===== src/rtl/ofdm_rx_pkg.sv =====
// Shared OFDM receive constants and types: default bin map and the demapper FSM state.
package ofdm_rx_pkg;

  localparam int unsigned DefNFft         = 64;
  localparam int unsigned DefFirstSc      = 4;
  localparam int unsigned DefLastSc       = 59;
  localparam int unsigned DefPilotSpacing = 7;

  localparam int unsigned BinW = $clog2(DefNFft);

  typedef enum logic [0:0] {
    StIdle,
    StActive
  } state_e;

endpackage


===== src/rtl/qpsk_bin_classifier.sv =====
// Tracks the bin index within an OFDM symbol and classifies the current beat as
// guard, pilot or data. Pilot position uses an incremental phase counter, not a divider.
module qpsk_bin_classifier #(
  parameter int unsigned N_FFT         = 64,
  parameter int unsigned FIRST_SC      = 4,
  parameter int unsigned LAST_SC       = 59,
  parameter int unsigned PILOT_SPACING = 7
) (
  input  logic clk_i,
  input  logic rst_ni,
  input  logic accept_i,
  input  logic sof_i,
  output logic is_data_o,
  output logic is_pilot_o,
  output logic is_last_o,
  output logic early_sof_o
);

  localparam int unsigned BinW = (N_FFT > 1) ? $clog2(N_FFT) : 1;
  localparam int unsigned PhW  = $clog2(PILOT_SPACING + 1);

  logic [BinW-1:0] bin_cnt_q, bin_cnt_d;
  logic [BinW-1:0] k, k_next;
  logic [PhW-1:0]  phase_q, phase_d, phase_cur;
  logic            in_range;

  always_comb begin
    // An sof beat is always bin 0, regardless of where the counter was.
    k           = sof_i ? '0 : bin_cnt_q;
    in_range    = (k >= BinW'(FIRST_SC)) && (k <= BinW'(LAST_SC));
    phase_cur   = (k == BinW'(FIRST_SC)) ? '0 : phase_q;
    is_pilot_o  = in_range && (phase_cur == '0);
    is_data_o   = in_range && !is_pilot_o;
    is_last_o   = (k == BinW'(N_FFT - 1));
    early_sof_o = accept_i && sof_i && (bin_cnt_q != '0);
    k_next      = is_last_o ? '0 : k + 1'b1;

    bin_cnt_d = bin_cnt_q;
    phase_d   = phase_q;
    if (accept_i) begin
      bin_cnt_d = k_next;
      if (k_next == BinW'(FIRST_SC)) begin
        phase_d = '0;
      end else if (in_range) begin
        phase_d = (phase_cur == PhW'(PILOT_SPACING - 1)) ? '0 : phase_cur + 1'b1;
      end
    end
  end

  always_ff @(posedge clk_i or negedge rst_ni) begin
    if (!rst_ni) begin
      bin_cnt_q <= '0;
      phase_q   <= '0;
    end else begin
      bin_cnt_q <= bin_cnt_d;
      phase_q   <= phase_d;
    end
  end

endmodule


===== src/rtl/qpsk_demapper.sv =====
// Hard-decision QPSK demapper: drops guard/pilot bins, emits 2-bit symbols for data bins.
// Optional pilot sign-error counter enabled by QPSK_DEMAP_PILOT_CHECK_EN.
module qpsk_demapper
  import ofdm_rx_pkg::*;
#(
  parameter int unsigned DATA_W        = 16,
  parameter int unsigned N_FFT         = DefNFft,
  parameter int unsigned FIRST_SC      = DefFirstSc,
  parameter int unsigned LAST_SC       = DefLastSc,
  parameter int unsigned PILOT_SPACING = DefPilotSpacing
) (
  input  logic              clk,
  input  logic              reset,
  input  logic              fft_valid,
  input  logic              fft_sof,
  input  logic [DATA_W-1:0] fft_re,
  input  logic [DATA_W-1:0] fft_im,
  output logic [1:0]        out,
  output logic              demod_en,
  output logic              sym_done,
  output logic              frame_abort,
  output logic [15:0]       pilot_err_cnt
);

  state_e     state_q, state_d;
  logic       accept;
  logic       is_data, is_pilot, is_last, early_sof;
  logic [1:0] out_q, out_d;
  logic       demod_en_q, demod_en_d;
  logic       sym_done_q, sym_done_d;
  logic       frame_abort_q, frame_abort_d;

  // In IDLE only an sof beat is accepted; once ACTIVE every valid beat is a bin.
  assign accept = fft_valid && ((state_q == StActive) || fft_sof);

  qpsk_bin_classifier #(
    .N_FFT        (N_FFT),
    .FIRST_SC     (FIRST_SC),
    .LAST_SC      (LAST_SC),
    .PILOT_SPACING(PILOT_SPACING)
  ) u_classifier (
    .clk_i      (clk),
    .rst_ni     (reset),
    .accept_i   (accept),
    .sof_i      (fft_sof),
    .is_data_o  (is_data),
    .is_pilot_o (is_pilot),
    .is_last_o  (is_last),
    .early_sof_o(early_sof)
  );

  always_comb begin
    state_d       = state_q;
    out_d         = out_q;
    demod_en_d    = 1'b0;
    sym_done_d    = accept && is_last;
    frame_abort_d = early_sof;
    unique case (state_q)
      StIdle:   if (accept) state_d = StActive;
      StActive: state_d = StActive;
      default:  state_d = StIdle;
    endcase
    if (accept && is_data) begin
      demod_en_d = 1'b1;
      out_d      = {fft_im[DATA_W-1], fft_re[DATA_W-1]};
    end
  end

  always_ff @(posedge clk or negedge reset) begin
    if (!reset) begin
      state_q       <= StIdle;
      out_q         <= 2'b00;
      demod_en_q    <= 1'b0;
      sym_done_q    <= 1'b0;
      frame_abort_q <= 1'b0;
    end else begin
      state_q       <= state_d;
      out_q         <= out_d;
      demod_en_q    <= demod_en_d;
      sym_done_q    <= sym_done_d;
      frame_abort_q <= frame_abort_d;
    end
  end

  assign out         = out_q;
  assign demod_en    = demod_en_q;
  assign sym_done    = sym_done_q;
  assign frame_abort = frame_abort_q;

`ifdef QPSK_DEMAP_PILOT_CHECK_EN
  logic [15:0] pilot_err_q;

  // Pilots are BPSK +1, so a negative real part is a sign error.
  always_ff @(posedge clk or negedge reset) begin
    if (!reset) begin
      pilot_err_q <= 16'h0000;
    end else if (accept && is_pilot && fft_re[DATA_W-1] && (pilot_err_q != 16'hFFFF)) begin
      pilot_err_q <= pilot_err_q + 16'd1;
    end
  end

  assign pilot_err_cnt = pilot_err_q;
`else
  logic unused_pilot;
  assign unused_pilot  = is_pilot;
  assign pilot_err_cnt = 16'h0000;
`endif

  logic unused_lsbs;
  assign unused_lsbs = ^{fft_re[DATA_W-2:0], fft_im[DATA_W-2:0]};

endmodule


===== config.mk =====
export PLATFORM = sky130hd
export DESIGN_NAME = qpsk_demapper
export DESIGN_NICKNAME = d
export VERILOG_FILES = /design/src/rtl/ofdm_rx_pkg.sv /design/src/rtl/qpsk_bin_classifier.sv /design/src/rtl/qpsk_demapper.sv
export SDC_FILE = /design/constraint.sdc
export NUM_CORES = 1
export LEC_CHECK = 0
export ABC_AREA = 1
export CAP_MARGIN = 20
export CORE_AREA = 2 2 54 56
export DETAILED_ROUTE_END_ITERATION = 8
export DIE_AREA = 0 0 56 58
export PLACE_DENSITY = 0.82
export SLEW_MARGIN = 15
export SYNTH_ARGS = -nofsm -noshare
export SYNTH_HDL_FRONTEND = slang
export SYNTH_SLANG_ARGS = --single-unit
export TNS_END_PERCENT = 50

===== constraint.sdc =====
create_clock -name clk -period 4.75 [get_ports clk]
set_input_delay 0.95 -clock clk [delete_from_list [all_inputs] [get_ports clk]]
set_output_delay 0.95 -clock clk [all_outputs]
set_load 0.005 [all_outputs]

# After elaboration in Yosys (flattened, before gate mapping)
# Cells that the tools add are included.
# totals
out_inout_bits	21
ff_bits	15
# classes
n_reduce_logical	14
n_bitwise	1
n_lt_le_gt_ge	2
addsub	2
eq_ne	4
mux	9
# ops
op	n
6-bit by 3-bit == test with 1-bit output (second input constant)	2
3-bit 2-to-1 mux	4
6-bit 2-to-1 mux	2
1-bit logical AND	8
6-bit by 1-bit adder with 6-bit output (second input constant)	1
6-bit == test (second input constant)	1
6-bit by 3-bit >= comparator with 1-bit output (second input constant)	1
6-bit less-or-equal comparator (second input constant)	1
6-bit nonzero test	1
3-bit by 1-bit adder with 3-bit output (second input constant)	1
3-bit == test (second input constant)	1
3-bit zero test	1
1-bit 2-to-1 mux	2
1-bit one-hot mux with 2 select lines	1
2-bit AND reduction	1
2-bit nonzero test	1
1-bit zero test	1
1-bit logical OR	1
1-bit NOT	1

# Logic depth before layout (Yosys ltp)
# Gate-level depths: netlist of the first run.
# depth
word_depth	9
mapped_depth	12
ltp_nobuf	12

# Modules after synthesis
# A second synthesis of the first run with hierarchy kept.
# unflattened
hier_cells	144
hier_area_um2	1048.5
# modules_own_cells
module	cells_each	area_each_um2	instances	seq_area_each_um2
qpsk_bin_classifier	105	700.7	1	225.2
qpsk_demapper	39	347.8	1	150.1

# Least setup slack after synthesis of the first run
# No wires, ideal clock.
# synth_path
kind	in2reg
from	input port fft_sof
to	register u_classifier.phase_q[0]
path_buffers	1
arrival_time_ps	2161
path_slack_ps	2470
setup_ps	118
required_time_ps	4632
stages	12
path_cell_list	buf_6 -> nor2_1 -> ha_1 -> inv_1 -> nor2_4 -> nand2_2 -> nand2_1 -> nand2_1 -> nor2_2 -> nand2_1 -> nand4_1 -> nand2_1
# synth_between
elab_chain_len	7
word_cells_on_any_way	19
# synth_rtl
item	line_no	source
from (decl)	qpsk_demapper.sv:15	input logic fft_sof,
6-bit 2-to-1 mux	qpsk_bin_classifier.sv:29	k = sof_i ? '0 : bin_cnt_q;
6-bit by 3-bit == test with 1-bit output	qpsk_bin_classifier.sv:31	phase_cur = (k == BinW'(FIRST_SC)) ? '0 : phase_q;
3-bit 2-to-1 mux	qpsk_bin_classifier.sv:31	
3-bit by 1-bit adder with 3-bit output or 3-bit == test (tied branches)	qpsk_bin_classifier.sv:45	phase_d = (phase_cur == PhW'(PILOT_SPACING - 1)) ? '0 : phase_cur + 1'b1;
3-bit 2-to-1 mux	qpsk_bin_classifier.sv:45	
3-bit 2-to-1 mux	qpsk_bin_classifier.sv:44	end else if (in_range) begin
3-bit 2-to-1 mux	qpsk_bin_classifier.sv:42	if (k_next == BinW'(FIRST_SC)) begin
to (signal assigned)	qpsk_bin_classifier.sv:56	phase_q <= phase_d;
to (decl)	qpsk_bin_classifier.sv:24	logic [PhW-1:0] phase_q, phase_d, phase_cur;
# Several ways; a longest one is shown, not always the timed one. The select of a mux whose other input is x is not followed.
# A chain may end at the register's enable or synchronous reset.

# Worst setup path after layout of the first run
# layout_path
from	input port fft_sof
to	register u_classifier.phase_q[1]
# Same word-level chain as after synthesis.

==> results of run 1 <==
## worst reg2reg max path, stage by stage, from the launching register on
cell and delay (ps):
dfrtp_1 400, inv_1 60, nor2_1 150, ha_1 260, inv_1 90, nor2_4 120
nand2_2 80, nand3_1 110, nand2_1 80, nor2_2 140, nand2_1 110, nand3_1 80
nand2_1 60
## power by group
part           leakage [nW]  internal [mW]  switching (mW)
clock network        0.0177         0.0314          0.0425
logic                 0.339         0.0475          0.0594
registers             0.195          0.151          0.0197
total                 0.552          0.229           0.122
## worst max path at each step
stage | from | end
floorplan | fft_sof | u_classifier.phase_q[0]
global placement | fft_sof | u_classifier.phase_q[0]
detailed placement | fft_sof | u_classifier.phase_q[1]
CTS | fft_sof | u_classifier.phase_q[1]
global route | fft_sof | u_classifier.phase_q[1]
finish | fft_sof | u_classifier.phase_q[1]
## synth_stat cells (all sizes together)
master / instances
nand2: 39
buf: 18
dfrtp: 15
inv: 15
nand3: 14
nor2: 10
o21ai: 9
nand4: 3
ha: 2
a21oi: 1
a31oi: 1
clkinv: 1
conb: 1
o22ai: 1
o311ai: 1
or2: 1
xor2: 1
## cells by family (layout without fill, tap and decap cells)
family,Yosys count,after routing,share of synthesized area
AO/OA/AOI/OAI,13,13,0.08727
AND/OR/NAND/NOR,67,67,0.3278
XOR/XNOR,1,1,0.008256
flip-flops,15,15,0.3538
other,1,16,0.003534
adder cells (fa/ha/maj),2,2,0.02358
buffers and inverters,34,30,0.1957
## metal layers
metal	part of all wire	global-route usage	vias to the layer above	wire length, um
met1	0.44	0.1408	375	787
met4	0.020	0.06122	0	36
li1	-	-	414	-
met3	0.046	0.02009	4	83
met2	0.50	0.2168	23	892
met5	0	0	-	0
## layout make-up
type | count | area share
Clock buffer | 3 | 0.01967
Tap cell | 31 | 0.03388
Timing Repair Buffer | 10 | 0.08743
Sequential cell | 15 | 0.3279
Multi-Input combinational cell | 99 | 0.4667
Clock inverter | 1 | 0.004372
Inverter | 16 | 0.06011
## cells in the final DEF, fill, tap and decap left out, types with 2 or more instances in the layout
| master | Yosys | routed |
|---|---|---|
| inv_1 | 10 | 10 |
| nor2_1 | 5 | 5 |
| clkbuf_4 | 0 | 3 |
| nand2_2 | 5 | 5 |
| dfrtp_1 | 15 | 15 |
| clkdlybuf4s50_1 | 0 | 10 |
| nand2_1 | 33 | 33 |
| inv_2 | 4 | 4 |
| nor2_4 | 3 | 3 |
| ha_1 | 2 | 2 |
| nand4_1 | 2 | 2 |
| o21ai_0 | 7 | 7 |
| nand3_1 | 11 | 11 |
| clkinv_2 | 1 | 2 |
| nand3_2 | 3 | 3 |
| nor2_2 | 2 | 2 |
| conb_1 | 1 | 16 |
## flip-flops by register name, indices dropped and copies added (netlist names)
signal / count
u_classifier.phase_q: 3
demod_en: 1
sym_done: 1
out: 2
u_classifier.bin_cnt_q: 6
frame_abort: 1
state_q: 1
## per-stage QoR
step                        util  hold WS (ps)  std cells  power [mW]
after CTS                 0.4300         500.4        175      0.3536
final                     0.4300         491.1        175      0.3510
after global placement    0.4196         465.6        171      0.2772
after detailed placement  0.4196         476.6        171      0.2802
after global routing      0.4300         527.0        175      0.3797
after floorplan                -         472.0        148      0.2525
==> results.yml, run 1 <==
global_routing:
  first_global_vias: 749
  first_pass_grt_wire_length_um: 3118
  grt_start_max_net_pins: 16
  overflow: 0
  grt_antenna_before_repair: 0
  track_usage: 0.1213
worst_hold_path:
  min_to: "out[1]"
  worstHoldStart: "out[1]"
  worst_hold_path_cell_count: 2
  hold_path.class: "reg2reg"
layout:
  n_antenna_cell: 0
  ff_latch_area_um2: 375.4
  finish.net_count: 183
  post_route_cells_drive_above_1_share: 0.2014
  area_used_by_multi_input_combinational_logic_um2: 534.3
  layout.cell_area.non_filler_um2: 1145
  syn_to_final_growth_pct: 7.901
  n_fill_cell: 265
sta:
  fin_worst_skew_ps: 3.329
  worst_slew_margin: 0.5521
  finalWorstSetupSlack_ps: 1885
  timing.final.max_slew_violations: 0
  finalHoldViolations: 0
  timing_worst_slew_pin_value_ps: 669.8
  endpoints_failing_setup: 0
  layout_worst_path_cycle_share: 0.6032
  peak_clock_frequency_supported_by_timing_mhz: 349.0
  rsz0062_at_grt: "false"
  minimum_period_implied_by_the_final_worst_setup_slack_ps: 2865
  final.setup.tns_ps: 0
cts:
  cts_buffer_depth: 2
  cts.reportedPaths.clkPinSlew_ps: 90
  ctsHoldBuffers: 0
  clockRootBuffer: "clkbuf_4"
  count_of_instances_resized_after_the_clock_tree_is_built: 0
  clk-insertion-delay-late_ps: 290
  cts-htree-levels: 1
  clock_sinks: 15
  cts-buffers-inserted: 3
  cts_tree: "yes"
  cts_setup_buffers: 0
worst_setup_path:
  reg2reg_setup_slack_ps: 2930
  cp-end-kind: "register"
  reg2regPathDepth: 12
  path_cells: "clkdlybuf4s50_1 -> nor2_1 -> ha_1 -> inv_1 -> nor2_4 -> nand2_2 -> nand3_1 -> nand2_1 -> nor2_2 -> nand2_1 -> nand3_1 -> nand2_1"
  critical-path-top-cell-by-count: "nand2_1"
  required_time_of_the_critical_path_ps: 4940
  crit_fanout: 7
  critical_path_slowest_stage_cell: "clkdlybuf4s50_1"
  rr_endpoint: "u_classifier.phase_q[1]"
  worst_setup_start_kind: "primary input"
  critical_path.reg2reg.startpoint: "u_classifier.bin_cnt_q[0]"
  timing.critical_path.depth: 12
  timing.setup.critical_path_class: "in2reg"
  cp_top_family: "simple AND/OR/NAND/NOR gates"
  cp.buffers_inverters: 2
  worst_path_largest_cell_delay_ps: 690
  arrival_time_at_the_worst_endpoint_ps: 3060
power_and_ir_drop:
  ir_worst_vdd_mv: 0.3161
  p_leak_nw: 0.5519
  p_per_area_nw_per_um2: 306.6
synth:
  synth_largest_area_cell: "dfrtp_1"
  ys_seq_elements: 15
  synth.lib_cells_used.distinct: 28
  synth_warnings: 0
  synth.avg_cell_area_um2: 7.978
  mappedNetlistArea_um2: 1061
  sequential_share_of_the_synthesized_area: 0.3538
  post-synth-top-area-fraction: 0.3538
  syn_inst: 133
  synthTopCellsByArea: "dfrtp_1 (35%), buf_4 (12%), nand2_1 (12%)"
placed_design:
  post-dp-hpwl_um: 1413
  finalWeightedCongestion: 0.8336
  place_area_um2: 1117
  place.port_buffers: 10
  place_ws_ps: 1596
detailed_routing:
  avgViaCountPerCell: 4.663
  routed_wire_length_per_instance_um: 10.28
  detail_route.first_pass.iterations: 4
  remaining_drc_errors: 0
  drt_iter0_markers: 32
  totalWireLength_um: 1799
  vias: 816
  antenna_left: 0
floorplan:
  design.die.area_um2: 3248
  fp.dieW_um: 56
  design.core.area_um2: 2663
  floorplan.die.height_um: 58
  total_i_o_pin_count: 57
  placementRows: 19
  start_util: 0.3985
flow_run:
  maxCapViolCount: 0
status:
  run_status: "completed"
Note: power is estimated with default switching activity, not from simulation.
==> run 2, diff against run 1 <==
CORE_AREA = 2 2 56 58   (was 2 2 54 56)
DIE_AREA = 0 0 58 60   (was 0 0 56 58)
PLACE_DENSITY = 0.77   (was 0.82)
clock period = 2.9 ns   (was 4.75 ns; I/O delays follow)
==> run 2 against run 1 <==
Compared with the run above: critical path depth is the same; first-iteration DRC count shrank 25%; die area grew 7.1%; critical path type unchanged; global-route usage shrank 0.64 points; core utilization shrank 3.3 points; final cell count grew 1.7%.
==> results.yml, run 2 (same netlist as run 1, synthesis figures left out) <==
power_and_ir_drop:
  comb_power_share: 0.303
  ir_worst_vdd_mv: 0.2531
  p_per_area_nw_per_um2: 499.8
  internal-power_uw: 378.7
  p_leak_nw: 0.5540
  switching_share: 0.3433
  pwr-share-seq: 0.485
  power.clock.fraction: 0.213
  switching_power_uw: 198.0
worst_setup_path:
  path_cells: "clkdlybuf4s50_1 -> nor2_1 -> ha_1 -> inv_1 -> nor2_4 -> nand2_2 -> nand2_1 -> nand2_1 -> nor2_2 -> nand2_1 -> nand4_1 -> nand2_1"
  critical_path_slowest_stage_cell: "clkdlybuf4s50_1"
  required_time_of_the_critical_path_ps: 3080
  arrival_time_at_the_worst_endpoint_ps: 2320
  timing.setup.critical_path_class: "in2reg"
  reg2regPathDepth: 12
  reg2reg_setup_slack_ps: 1080
  crit_fanout: 4
  worst_setup_start_kind: "primary input"
  cp-end-kind: "register"
  worst_path_largest_cell_delay_ps: 450
  critical-path-top-cell-by-count: "nand2_1"
cts:
  clockRootBuffer: "clkbuf_4"
  count_of_instances_resized_after_the_clock_tree_is_built: 0
  cts_buffer_depth: 2
  clock_sinks: 15
  clk-insertion-delay-late_ps: 280
  cts_tree: "yes"
  ctsHoldBuffers: 0
  cts-buffers-inserted: 3
  cts.reportedPaths.clkPinSlew_ps: 90
  cts-htree-levels: 1
  cts_setup_buffers: 0
detailed_routing:
  drt_iter0_markers: 24
  remaining_drc_errors: 0
  vias: 796
  wl_met3_um: 86
  wirelength_met1_um: 845
  routed.top_layer: "met4"
  avgViaCountPerCell: 4.472
  routed-wl-met2_um: 884
  detail_route.first_pass.iterations: 4
  totalWireLength_um: 1833
  antenna_left: 0
  routed_wire_length_per_instance_um: 10.30
layout:
  layout.cells.most_common_list: "nand2_1 (33), conb_1 (16), dfrtp_1 (15)"
  area_used_by_multi_input_combinational_logic_um2: 534.3
  n_fill_cell: 304
  n_antenna_cell: 0
  post_route_cells_drive_above_1_share: 0.2000
  largest_register_ffs: 6
  layout_commonest_cell: "nand2_1"
  ff_latch_area_um2: 375.4
  layout.cell_area.non_filler_um2: 1154
  syn_to_final_growth_pct: 8.727
  top_register: "u_classifier.bin_cnt_q"
  finish.net_count: 184
sta:
  fin_hold_ws_ps: 493.0
  timing_worst_slew_pin_value_ps: 672.3
  peak_clock_frequency_supported_by_timing_mhz: 467.5
  final.setup.tns_ps: 0
  layout_worst_path_cycle_share: 0.7376
  worst_slew_margin: 0.5504
  timing.final.max_slew_violations: 0
  rsz0062_at_grt: "false"
  fin_worst_skew_ps: 1.493
  endpoints_failing_setup: 0
  finalHoldViolations: 0
  minimum_period_implied_by_the_final_worst_setup_slack_ps: 2139
global_routing:
  grt_start_max_net_pins: 16
  first_pass_grt_wire_length_um: 3049
  first_global_vias: 710
  grt_antenna_before_repair: 0
  track_usage: 0.1149
  overflow: 0
placed_design:
  place_area_um2: 1127
  post-dp-hpwl_um: 1426
  finalWeightedCongestion: 0.8760
  place.port_buffers: 10
floorplan:
  floorplan.die.height_um: 60
  placementRows: 20
  start_util: 0.3655
  design.die.area_um2: 3480
  fp.dieW_um: 58
  total_i_o_pin_count: 57
  design.core.area_um2: 2903
worst_hold_path:
  hold_path.class: "reg2reg"
  worst_hold_path_cell_count: 2
flow_run:
  maxCapViolCount: 0
status:
  run_status: "completed"
==> run 2: cell count changes in the layout (fill, tap and decap cells not counted) <==
cell | previous run | this run
clkbuf_1 | 0 | 1
clkinv_2 | 2 | 1
buf_4 | 0 | 1
==> run 2: final timing paths <==
check | start | endpoint
worst max register to register | u_classifier.bin_cnt_q[0] | u_classifier.phase_q[0]
min in group asynchronous | reset | u_classifier.phase_q[1]
worst min-delay path | out[0] | out[0]
max in group asynchronous | reset | u_classifier.bin_cnt_q[5]
worst max-delay path | fft_sof | u_classifier.phase_q[0]
worst min register to register | out[0] | out[0]
==> run 2: per-layer routing <==
layer,vias up,track usage
li1,413,-
met1,361,0.1509
met2,20,0.1883
met3,2,0.01515
met4,0,0.05316
met5,-,0
==> run 2: critical path, delay by kind of cell <==
kind	cells	cell delay [ps]
adders and majority gates	1	250
and+or+nand+nor	9	940
buffers and inverters	2	540
==> run 2: area by class of cell <==
| type | instances | area share |
|---|---|---|
| clock buffers | 4 | 0.02278 |
| repair buffers | 11 | 0.09328 |
| well taps | 33 | 0.03579 |
| inverters | 16 | 0.05965 |
| flip-flops and latches | 15 | 0.3254 |
| multi-input cells | 99 | 0.4631 |
==> run 2: stage by stage <==
stage / setup WS, ps / instances / util / power [mW]
after detailed placement: 456.1 / 174 / 0.3884 / 0.4593
final: 760.9 / 178 / 0.3974 / 0.5766
after global placement: 475.9 / 174 / 0.3884 / 0.4534
after global routing: 626.1 / 178 / 0.3974 / 0.6186
after floorplan: 990.4 / 148 / - / 0.4136
after CTS: 764.3 / 178 / 0.3974 / 0.5831
==> run 2: power by group through the flow <==
stage	clock [mW]	combinational (mW)	sequential, mW
2_1_floorplan	0	0.136	0.277
3_3_place_gp	0	0.171	0.282
3_5_place_dp	0	0.175	0.284
4_1_cts	0.127	0.176	0.280
5_1_grt	0.133	0.201	0.284
6_report	0.123	0.175	0.279
==> run 3, diff against run 2 <==
CORE_AREA = 2 2 59 61   (was 2 2 56 58)
DIE_AREA = 0 0 61 63   (was 0 0 58 60)
PLACE_DENSITY = 0.73   (was 0.77)
clock period = 1.95 ns   (was 2.9 ns; I/O delays follow)
==> run 3 against run 2 <==
Compared with the run above: highest routed layer is now met3; global-route usage is 0.35 points higher; register-to-register slack worse by 840 ps; hold slack worse by 74 ps; critical path type is now reg2reg; design area is 10% higher; flip-flop and latch count stayed put; core utilization is 0.33 points lower; sequential power is 50% higher; largest power group unchanged.
==> results.yml, run 3 (same netlist as run 1, synthesis figures left out) <==
worst_setup_path:
  required_time_of_the_critical_path_ps: 2120
  crit_fanout: 4
  cp-end-kind: "register"
  worst_setup_start_kind: "register"
  rr_endpoint: "u_classifier.phase_q[0]"
  reg2reg_setup_slack_ps: 240
  arrival_time_at_the_worst_endpoint_ps: 1880
  reg2regPathDepth: 12
  critical_path.reg2reg.startpoint: "u_classifier.bin_cnt_q[0]"
  setup.worst_path.start: "u_classifier.bin_cnt_q[0]"
  timing.setup.critical_path_class: "reg2reg"
  critical_path.endpoint: "u_classifier.phase_q[0]"
layout:
  top_register: "u_classifier.bin_cnt_q"
  filler_free_cell_count_of_the_finished_design: 204
  post_route_cells_drive_above_1_share: 0.2785
  syn_to_final_growth_pct: 20.05
  largest_register_ffs: 6
  finish.net_count: 197
  n_antenna_cell: 0
  layout.cells.most_common_list: "nand2_1 (32), conb_1 (16), dfrtp_1 (15)"
  layout_commonest_cell: "nand2_1"
  layout.cell_area.non_filler_um2: 1274
sta:
  timing.final.max_slew_violations: 0
  fin_hold_ws_ps: 418.8
  endpoints_failing_setup: 0
  layout_worst_path_cycle_share: 0.8746
  peak_clock_frequency_supported_by_timing_mhz: 586.3
  fin_worst_skew_ps: 1.783
  final.setup.tns_ps: 0
  finalWorstSetupSlack_ps: 244.5
  rsz0062_at_grt: "false"
  finalHoldViolations: 0
  minimum_period_implied_by_the_final_worst_setup_slack_ps: 1706
global_routing:
  grtUsageMet1: 0.1473
  overflow: 0
  most_congested_layer_reported_by_global_routing: "met2"
  grt_antenna_before_repair: 0
  first_pass_grt_wire_length_um: 3539
  track_usage: 0.1184
  grtUsageMet2: 0.1868
  first_global_vias: 860
  grt_start_max_net_pins: 16
  gr-usage-met3: 0.04555
floorplan:
  total_i_o_pin_count: 57
  placementRows: 21
  floorplan.die.height_um: 63
  start_util: 0.3283
  design.core.area_um2: 3232
  fp.dieW_um: 61
  design.die.area_um2: 3843
detailed_routing:
  routed_wire_length_per_instance_um: 9.240
  avgViaCountPerCell: 4.118
  detail_route.first_pass.iterations: 4
  drt_iter0_markers: 32
  antenna_left: 0
  totalWireLength_um: 1885
  remaining_drc_errors: 0
  vias: 840
placed_design:
  post-place-cells: 200
  place.port_buffers: 10
  place_ws_ps: -227.1
  place_area_um2: 1241
  post-dp-hpwl_um: 1564
  finalWeightedCongestion: 0.8189
cts:
  cts_buffer_depth: 2
  cts_tree: "yes"
  clock_sinks: 15
  cts-buffers-inserted: 3
  cts-htree-levels: 1
  cts.reportedPaths.clkPinSlew_ps: 80
  clockRootBuffer: "clkbuf_4"
  cts_setup_buffers: 0
  clk-insertion-delay-late_ps: 280
flow_run:
  maxCapViolCount: 0
power_and_ir_drop:
  p_leak_nw: 0.6267
  internal-power_uw: 585.3
  comb_power_share: 0.333
  ir_worst_vdd_mv: 0.5523
  p_per_area_nw_per_um2: 693.8
  switching_share: 0.3376
  power.clock.fraction: 0.193
  pwr-share-seq: 0.474
  switching_power_uw: 298.4
worst_hold_path:
  hold_path.class: "in2async"
status:
  run_status: "completed"
## run 3: cell types whose count changed in the layout (fill, tap and decap cells not counted)
cell,delta
clkbuf_1,-1
dlymetal6s2s_1,+1
nand2_1,-1
buf_4,+13
clkinv_2,+1
nand2_2,+1
clkdlybuf4s50_1,-1
## run 3: how the worst min path moves through the flow
stage	startpoint	to	slack, ps
after floorplan	reset	demod_en	90
after global placement	out[1]	out[1]	470
after detailed placement	out[0]	out[0]	470
after CTS	reset	u_classifier.bin_cnt_q[3]	410
after global routing	reset	u_classifier.bin_cnt_q[3]	410
final	reset	demod_en	420
## run 3: power by group through the flow
stage               clock network (mW)  logic, mW  registers, mW
floorplan                            0      0.203          0.413
global placement                     0      0.287          0.421
detailed placement                   0      0.293          0.422
CTS                              0.181      0.296          0.416
global route                     0.198      0.339          0.424
finish                           0.171      0.294          0.419
## run 3: repair_timing
item                                    4_1_cts  5_1_grt
resized for setup                             0        2
hold buffers                                  0        0
endpoints found under the setup margin        0        5
hold endpoints to repair                      0        0
## run 3: per-layer routing
layer / vias up / part of all wire / wire length, um
met5: - / 0 / 0
met3: 0 / 0.050 / 95
met4: 0 / 0 / 0
met1: 376 / 0.45 / 841
li1: 443 / - / -
met2: 21 / 0.50 / 948
## run 3: through the flow
stage               total power, mW    util
finish                       0.8837  0.3941
CTS                          0.8921  0.3926
global placement             0.7083  0.3841
floorplan                    0.6151       -
detailed placement           0.7156  0.3841
global route                 0.9620  0.3941
## run 3: cell type report
class,count,area (um^2)
well taps,46,57.56
flip-flops and latches,15,375.4
clock buffers,3,22.52
clock inverters,1,5.005
repair buffers,24,207.7
multi-input cells,99,536.8
inverters,16,68.82
fillers,315,1958
## run 3: critical path, cell delays in order (launching register included)
cell	delay [ps]
dfrtp_1	410
inv_1	50
nor2_1	120
ha_1	190
inv_1	70
nor2_4	120
nand2_2	80
nand2_1	90
nand2_1	70
nor2_2	150
nand3_2	110
nand3_1	90
nand2_1	60
